==> config.mk <==
export PLATFORM = sky130hd
export DESIGN_NAME = ib_ram_wr_fsm
export DESIGN_NICKNAME = d
export VERILOG_FILES = /design/src/rtl/ib_ram_wr_fsm_pkg.sv /design/src/rtl/ib_ram_wr_fsm.sv
export SDC_FILE = /design/constraint.sdc
export NUM_CORES = 1
export LEC_CHECK = 0
export CORE_MARGIN = 2
export CORE_UTILIZATION = 37
export DETAILED_ROUTE_END_ITERATION = 12
export PLACE_DENSITY = 0.72
export RECOVER_POWER = 25
export SYNTH_ARGS = -nofsm -noshare
export SYNTH_HDL_FRONTEND = slang
export SYNTH_SLANG_ARGS = --single-unit
==> constraint.sdc <==
create_clock -name sys_clk -period 1.3 [get_ports sys_clk]
set_input_delay 0.39 -clock sys_clk [delete_from_list [all_inputs] [get_ports sys_clk]]
set_output_delay 0.39 -clock sys_clk [all_outputs]
set_load 0.05 [all_outputs]
==> src/rtl/ib_ram_wr_fsm_pkg.sv <==
// Shared definitions for the IB-RAM iteration-update writer.
// The state codes double as the {iter_update, wr_busy} status word that
// sys_control_unit decodes, so the encoding is fixed and must not be re-assigned.
package ib_ram_wr_fsm_pkg;

    localparam int IB_WR_STATUS_W = 3;

    typedef enum logic [IB_WR_STATUS_W-1:0] {
        IB_WR_IDLE   = 3'b000,
        IB_WR_FETCH  = 3'b101,
        IB_WR_FINISH = 3'b010
    } ib_wr_state_e;

    // Two LUT entries are packed per ROM word, so one update takes half as many reads.
    function automatic int load_cycles(input int entry_num);
        return entry_num / 2;
    endfunction

endpackage

==> src/rtl/ib_ram_wr_fsm.sv <==
// IB-RAM iteration-update writer: on a controller request, copies the current
// iteration page from IB-ROM into the two interleaved IB-RAM banks, then
// advances the page index (wrapping after MAX_ITER pages).
//
// Handshake with the controller is a 4-phase level protocol:
//   wr_req rises -> FETCH (status 101) until the whole page is written ->
//   FINISH (status 010) held while wr_req stays high -> IDLE once wr_req drops.
// wr_req falling during FETCH does not abort the page.
// upd_en only gates new ROM reads; a read already issued always gets written.
module ib_ram_wr_fsm
    import ib_ram_wr_fsm_pkg::*;
#(
    parameter  int ENTRY_NUM  = 64,
    parameter  int DATA_W     = 4,
    parameter  int MAX_ITER   = 50,
    localparam int LOAD_CYCLE = load_cycles(ENTRY_NUM),
    localparam int PAGE_W     = (MAX_ITER > 1) ? $clog2(MAX_ITER) : 1,
    localparam int WORD_W     = (LOAD_CYCLE > 1) ? $clog2(LOAD_CYCLE) : 1
) (
    input  logic                     sys_clk,
    input  logic                     rstn,
    input  logic                     wr_req,
    input  logic                     upd_en,
    output logic                     iter_update,
    output logic [1:0]               wr_busy,
    output logic [PAGE_W+WORD_W-1:0] rom_addr,
    output logic                     rom_rd,
    input  logic [2*DATA_W-1:0]      rom_data,
    output logic [WORD_W-1:0]        ram_addr,
    output logic [1:0]               ram_we,
    output logic [DATA_W-1:0]        ram_din0,
    output logic [DATA_W-1:0]        ram_din1,
    output logic [PAGE_W-1:0]        page_idx
);

    ib_wr_state_e      state;
    ib_wr_state_e      state_nxt;

    // One extra bit so the counter can sit at LOAD_CYCLE once every word is issued.
    logic [WORD_W:0]   word_idx;
    logic [PAGE_W-1:0] page_q;
    logic              rd_go;
    logic              last_wr;

    assign rd_go   = (state == IB_WR_FETCH) && upd_en &&
                     (word_idx < (WORD_W+1)'(LOAD_CYCLE));
    assign last_wr = (state == IB_WR_FETCH) && ram_we[0] &&
                     (ram_addr == WORD_W'(LOAD_CYCLE - 1));

    // Status is the state register itself, so it never glitches.
    assign {iter_update, wr_busy} = state;

    assign rom_rd   = rd_go;
    assign rom_addr = {page_q, word_idx[WORD_W-1:0]};
    assign page_idx = page_q;

    // ROM data arrives in the same cycle as the registered write enable; gate it so
    // the banks see zero data whenever no write is happening.
    assign ram_din0 = ram_we[0] ? rom_data[DATA_W-1:0]        : '0;
    assign ram_din1 = ram_we[1] ? rom_data[2*DATA_W-1:DATA_W] : '0;

    // State register.
    always_ff @(posedge sys_clk or negedge rstn) begin
        if (!rstn) begin
            state <= IB_WR_IDLE;
        end else begin
            state <= state_nxt;
        end
    end

    // Next-state decode; unknown codes fall back to IDLE.
    always_comb begin
        state_nxt = state;
        case (state)
            IB_WR_IDLE:   if (wr_req)   state_nxt = IB_WR_FETCH;
            IB_WR_FETCH:  if (last_wr)  state_nxt = IB_WR_FINISH;
            IB_WR_FINISH: if (!wr_req)  state_nxt = IB_WR_IDLE;
            default:                    state_nxt = IB_WR_IDLE;
        endcase
    end

    // ROM word counter: restarts on each new request, advances on every issued read.
    always_ff @(posedge sys_clk or negedge rstn) begin
        if (!rstn) begin
            word_idx <= '0;
        end else if ((state == IB_WR_IDLE) && wr_req) begin
            word_idx <= '0;
        end else if (rd_go) begin
            word_idx <= word_idx + (WORD_W+1)'(1);
        end
    end

    // Page index advances once the final word of the page lands in RAM.
    always_ff @(posedge sys_clk or negedge rstn) begin
        if (!rstn) begin
            page_q <= '0;
        end else if (last_wr) begin
            page_q <= (page_q == PAGE_W'(MAX_ITER - 1)) ? '0 : page_q + PAGE_W'(1);
        end
    end

    // Write stage: one cycle behind the ROM read, both banks written together.
    always_ff @(posedge sys_clk or negedge rstn) begin
        if (!rstn) begin
            ram_we   <= 2'b00;
            ram_addr <= '0;
        end else begin
            ram_we <= {2{rd_go}};
            if (rd_go) begin
                ram_addr <= word_idx[WORD_W-1:0];
            end
        end
    end

endmodule

==> results by group, run 1 <==
Floorplan
  • # IOs: 48
  • Die span in x: 58.83 um
  • Initial core utilization: 39.65%
  • Die Span Y: 58.83 um
  • Core area: 0.002805 mm2
  • Die area: 0.003461 mm2
  • Standard-cell rows: 19

Synth
  • Leading area contributor after synthesis: dfrtp_1
  • Syn Area/Cell: 9.426 um2
  • Syn. warnings: 0
  • Synth top area cells: dfrtp_1 45%, buf_4 8.8%, nand2_1 5.7%
  • Post-Synthesis Cells: 118
  • Distinct cells, synth: 32
  • Sequential element share of the synthesized area: 44.99%
  • FF+latch count, synth: 20
  • Syn Nets: 133
  • Share of the synthesized area in the top cell type: 44.99%
  • Post-Syn Area: 0.001112 mm2

STA
  • Setup Skew: 5.602 ps
  • Crit share post-route: 128.9%
  • FMAX: 597.0 MHz
  • Final setup vio count: 54
  • Worst Tran Pin Value: 511.7 ps
  • Final hold viol count: 0
  • Minimum clock period: 1675 ps
  • Worst hold slack: 529.2 ps
  • Headroom to the max-slew limit: 65.89%
  • Unrepaired setup endpoints after global routing: yes
  • Setup slack after layout: -375.1 ps
  • TNS Setup: -10300 ps
  • Slew Viols, Final: 0

Setup path
  • Max FO, Critical Path: 3
  • CP Data Arrival Time: 1290 ps
  • Critical Path RT: 910 ps
  • Setup CP Type: register to output port
  • Startpoint Class: register
  • CP Capture Type: output port

Worst hold path
  • Worst min-delay path class: input port to asynchronous set/reset pin

Layout
  • Final net count: 232
  • Share of layout cells above drive strength 1: 68.06%
  • P&R area growth vs syn: 141.1%
  • Ant. Diodes: 0
  • Commonest cells after routing, fill and taps aside: 38 x buf_12, 34 x buf_4, 24 x buf_6, 17 x nand2_1, 15 x dfrtp_2
  • Fillcell total: 53
  • Final std cells w/o fill: 247
  • Area of the multi-input gates: 645.6 um2
  • Commonest non-fill, non-tap cell in the layout: buf_12
  • Reg area: 519.2 um2

Routing
  • DRC violations left: 6
  • Routed WL: 6.033 mm
  • Vias: 1438
  • Routed WL per cell: 24.43 um
  • DR pass1 iterations: 8
  • Vias per std cell: 5.822
  • Starting DRC count in detailed routing: 97
  • Final ANT Viol Nets: 0

Clock network
  • Hold-fix buffer count after cts: 0
  • Root Buffer: clkbuf_4
  • Clk buf depth: 2
  • Clock sink count: 20
  • H-Tree Depth: 1
  • CTS tree: built
  • Clock transition at path regs: 140 ps
  • Worst-skew pair later-pin latency: 340 ps
  • Num CTS Buffers: 3

GRT
  • GRT Total Usage: 30.65%
  • First-pass GRT wire length: 7.693 mm
  • Total grt overflow: 0
  • Initial antenna violation count: 0
  • Vias in the first global route: 1487
  • Largest net degree at the start of global routing: 21

Run
  • Max Cap Viol: 0

Placement
  • RD Place Congestion: 0.8039
  • Port Buffers: 47
  • Placed cells: 204
  • Dpl hpwl: 2.418 mm

Run status
  • Status: finished with violations
  • Failing checks: DRC, setup timing

Power
  • LEAKAGE: 1.258 nW
  • Peak VDD IR: 1.859 mV
  • Final Power: 3.753 mW
  • Cell Pwr Density: 1400 mW/mm2
==> layout make-up <==
| cell class | instances | share of cell area, % |
|---|---|---|
| multi-input cells | 76 | 24.08 |
| clock buffers | 4 | 1.353 |
| flip-flops and latches | 20 | 19.37 |
| inverters | 8 | 1.587 |
| repair buffers | 108 | 52.17 |
| well taps | 31 | 1.447 |
==> state kept, by name, indices dropped and copies added, names as in the netlist <==
name,cells
page_idx,6
ram_addr,5
word_idx,6
state,2
ram_we,1
==> report_power, final <==
group	total (mW)	internal [mW]	leakage, nW	switching (mW)
combinational	2.41	1.21	0.995	1.20
sequential	0.912	0.768	0.241	0.144
clock	0.430	0.172	0.0210	0.257
==> critical path, stage by stage, from the launching register on <==
cell and delay (ps):
dfrtp_2 440, nand4bb_4 290, clkinv_8 90, buf_12 130
==> cells in the mapped netlist <==
cell and n:
nor2_1 3, nand3b_1 2, nand4_1 3, o31ai_1 1, nand3_1 3, a2bb2oi_1 1
mux2_2 2, o211ai_1 1, o21bai_1 1, buf_2 1, and2_1 8, nor4_1 1
ha_1 3, o21ai_0 7, nand4bb_1 1, nand2_1 17, nand4b_2 1, nand4b_1 1
dfrtp_1 20, nand2b_1 2, a2111o_1 1, nor3_1 5, clkinv_2 1, and4b_1 1
inv_1 7, buf_4 13, o21ba_2 1, mux2i_1 1, nor3b_1 1, or3_1 2
xnor2_1 2, a21oi_1 4
==> kinds of logic after synthesis <==
group                      Yosys count  synth area share, %
DFF                                 20                44.99
muxes                                3                2.925
AOI/OAI and AO/OA                   17                9.674
and+or+nand+nor                     51                25.42
adders and majority gates            3                3.375
xor gates and xnor gates             2                1.575
buffers and inverters               22                12.04
==> metrics by stage <==
| stage | worst slack (ps) | util, % | area (um2) |
|---|---|---|---|
| 3_5_place_dp | -452.2 | 76.94 | 2158 |
| 5_1_grt | -399.3 | 95.58 | 2681 |
| 6_report | -375.1 | 95.58 | 2681 |
| 2_1_floorplan | -158.6 | - | 1207 |
| 3_3_place_gp | -391.1 | 76.94 | 2158 |
| 4_1_cts | -285.7 | 91.12 | 2556 |
==> path summary, 6_finish.rpt <==
path	cells after the start	slack [ps]	to	start
worst max register to register	5	-340	word_idx[3]	state[1]
worst min-delay path	2	530	page_idx[0]	rstn
min in group sys_clk	2	600	ram_addr[1]	ram_addr[1]
worst min register to register	2	600	ram_addr[1]	ram_addr[1]
max in group asynchronous	2	400	ram_we[0]	rstn
worst max-delay path	3	-380	rom_rd	state[1]
==> metal layers <==
| metal | wire [um] | up-vias | GRT usage (%) |
|---|---|---|---|
| met5 | 0 | - | 0 |
| met2 | 3072 | 102 | 51.59 |
| met4 | 262 | 0 | 23.05 |
| met1 | 2197 | 721 | 34.73 |
| li1 | - | 590 | - |
| met3 | 500 | 25 | 4.615 |
==> timing repair <==
item	in CTS	in global routing
setup buffers	30	10
pin swaps	11	7
endpoints found under the setup margin	48	54
resized for setup	38	19
hold endpoints to repair	0	0
Note: power is estimated with default switching activity, not from simulation.
==> run 2: changes to the inputs <==
--- a/config.mk
+++ b/config.mk
@@ -7,6 +7,7 @@
 export LEC_CHECK = 0
 export CORE_MARGIN = 2
 export CORE_UTILIZATION = 37
+export CTS_CLUSTER_DIAMETER = 50
 export DETAILED_ROUTE_END_ITERATION = 12
 export PLACE_DENSITY = 0.72
 export RECOVER_POWER = 25
==> constraint.sdc (replaced) <==
create_clock -name sys_clk -period 1.3 [get_ports sys_clk]
set_input_delay 0.13 -clock sys_clk [delete_from_list [all_inputs] [get_ports sys_clk]]
set_output_delay 0.13 -clock sys_clk [all_outputs]
set_load 0.05 [all_outputs]
==> run 2 against run 1 <==
  * The flow still finishes with violations (DRC, setup timing)
  * Cell count decreased by 12%
  * Global-route usage decreased by 8.8 points
  * Via count decreased by 20%
  * Sequential power increased by 2.4%
  * Sequential share of layout area increased by 2.8 points
  * Register-to-register slack improved by 190 ps
  * Clock power decreased by 9.8%
  * Largest power group unchanged
  * Highest routed layer unchanged
==> results by group, run 2 (synthesized netlist as in run 1, its figures left out) <==
Setup path
  • Crit-path cells: buf_4 > nand4b_4 > buf_6 > nor4_2 > nand3b_1 (was nand4bb_4 > clkinv_8 > buf_12)
  • Startpoint Class: register (unchanged)
  • Setup CP Type: register to register (was register to output port)
  • Max stage delay on crit path: 440 ps (about the same)
  • CP Buf/Inv Count: 2 (unchanged)
  • Critical path's top delay family: simple AND/OR/NAND/NOR gates (was flip-flops)
  • CP Capture Type: register (was output port)
  • Max FO, Critical Path: 7 (was 3)
  • Critical Path RT: 1560 ps (was 910 ps)
  • Worst path slowest cell: dfrtp_2 (unchanged)
  • CP Data Arrival Time: 1710 ps (was 1290 ps)

Floorplan
  • Core area: 0.002805 mm2 (unchanged)
  • Standard-cell rows: 19 (unchanged)
  • # IOs: 48 (unchanged)
  • Die area: 0.003461 mm2 (unchanged)
  • Die Span Y: 58.83 um (unchanged)
  • Die span in x: 58.83 um (unchanged)
  • Initial core utilization: 39.65% (unchanged)

Routing
  • Final ANT Viol Nets: 0 (unchanged)
  • DRC violations left: 4 (was 6)
  • Routed WL: 3.641 mm (was 6.033 mm)
  • Vias: 1151 (was 1438)
  • Starting DRC count in detailed routing: 42 (was 97)
  • Routed WL per cell: 16.78 um (was 24.43 um)
  • DR pass1 iterations: 8 (unchanged)
  • Vias per std cell: 5.304 (was 5.822)

Layout
  • Reg area: 514.2 um2 (was 519.2 um2)
  • P&R area growth vs syn: 108.7% (was 141.1%)
  • Ant. Diodes: 0 (unchanged)
  • Fillcell total: 162 (was 53)
  • Final net count: 202 (was 232)
  • Share of layout cells above drive strength 1: 58.06% (was 68.06%)
  • Commonest cells after routing, fill and taps aside: 36 x buf_12, 22 x buf_4, 17 x nand2_1, 11 x dfrtp_2, 10 x clkdlybuf4s50_1 (was 38 x buf_12, 34 x buf_4, 24 x buf_6, 17 x nand2_1, 15 x dfrtp_2)
  • Final cell utilization of the core: 82.74% (was 95.58%)
  • Area of the multi-input gates: 594.3 um2 (was 645.6 um2)
  • Commonest non-fill, non-tap cell in the layout: buf_12 (unchanged)

Clock network
  • CTS tree: built (unchanged)
  • Clock sink count: 20 (unchanged)
  • Clock transition at path regs: 130 ps (was 140 ps)
  • Num CTS Buffers: 3 (unchanged)
  • Clk buf depth: 2 (unchanged)
  • Root Buffer: clkbuf_4 (unchanged)
  • Worst-skew pair later-pin latency: 310 ps (was 340 ps)
  • H-Tree Depth: 1 (unchanged)

STA
  • Crit share post-route: 111.2% (was 128.9%)
  • Final setup vio count: 23 (was 54)
  • Unrepaired setup endpoints after global routing: yes (unchanged)
  • Worst hold slack: 305.1 ps (was 529.2 ps)
  • Setup slack after layout: -146.2 ps (was -375.1 ps)
  • Slew Viols, Final: 0 (unchanged)
  • Headroom to the max-slew limit: 65.86% (was 65.89%)
  • Minimum clock period: 1446 ps (was 1675 ps)
  • Setup Skew: 6.962 ps (was 5.602 ps)
  • FMAX: 691.5 MHz (was 597.0 MHz)
  • Worst Tran Pin Value: 512.1 ps (was 511.7 ps)
  • TNS Setup: -868.7 ps (was -10300 ps)
  • Final hold viol count: 0 (unchanged)

Placement
  • Port Buffers: 47 (unchanged)
  • RD Place Congestion: 0.7780 (was 0.8039)
  • Dpl hpwl: 2.397 mm (was 2.418 mm)

Power
  • Peak VDD IR: 1.262 mV (was 1.859 mV)
  • Final Power: 3.210 mW (was 3.753 mW)
  • LEAKAGE: 1.040 nW (was 1.258 nW)
  • Cell Pwr Density: 1383 mW/mm2 (was 1400 mW/mm2)

Run status
  • Failing checks: DRC, setup timing (unchanged)
  • Status: finished with violations (unchanged)

GRT
  • Initial antenna violation count: 0 (unchanged)
  • Largest net degree at the start of global routing: 21 (unchanged)
  • Vias in the first global route: 1181 (was 1487)
  • Total grt overflow: 0 (unchanged)
  • GRT Total Usage: 21.90% (was 30.65%)
  • First-pass GRT wire length: 5.802 mm (was 7.693 mm)

Worst hold path
  • Worst min-delay path class: input port to asynchronous set/reset pin (unchanged)

Run
  • Max Cap Viol: 0 (unchanged)
-- run 2: worst reg2reg max path, cell delays in order, from the launching register on --
cell      delay, ps
dfrtp_2         440
buf_4           160
nand4b_4        230
buf_6           170
nor4_2          260
nand3b_1        140
-- run 2: power by group --
part	leakage (nW)	internal, mW	switching (mW)
sequential	0.248	0.764	0.170
combinational	0.771	0.919	0.969
clock	0.0210	0.171	0.217
total	1.04	1.85	1.36
-- run 2: timing repair --
item	4_1_cts	5_1_grt
cloned	0	0
hold buffers	0	0
endpoints found under the setup margin	15	29
buffers inserted	6	2
pin swaps	2	6
gates resized for setup	16	11
-- run 2: worst paths after layout --
kind | slack (ps) | end | from | cells past startpoint
setup / recovery | -150 | page_idx[5] | state[1] | 5
hold / removal | 310 | page_idx[4] | rstn | 2
setup reg to reg | -150 | page_idx[5] | state[1] | 5
hold reg to reg | 510 | word_idx[5] | word_idx[5] | 1
max in group asynchronous | 610 | ram_addr[0] | rstn | 2
min in group sys_clk | 430 | state[1] | wr_req | 3
-- run 2: metal layers --
layer  wire length [um]  global-route usage [%]
met4                 45                   3.896
met5                  0                       0
met1               1409                   27.16
met2               2028                   41.11
met3                157                   2.198
-- run 2: cell type report --
cell class	count	area share (%)
Clock buffer	4	1.563
Inverter	8	1.833
Multi-Input combinational cell	76	25.61
Sequential cell	20	22.16
Tap cell	31	1.671
Timing Repair Buffer	78	47.17
-- run 2: stage by stage --
stage / instance area (um2) / instances / worst slack [ps]
2_1_floorplan: 1179 / 118 / -156.7
3_3_place_gp: 2116 / 205 / -122.3
3_5_place_dp: 2116 / 205 / -151.2
4_1_cts: 2252 / 215 / -153.9
5_1_grt: 2321 / 217 / -211.5
6_report: 2321 / 217 / -146.2
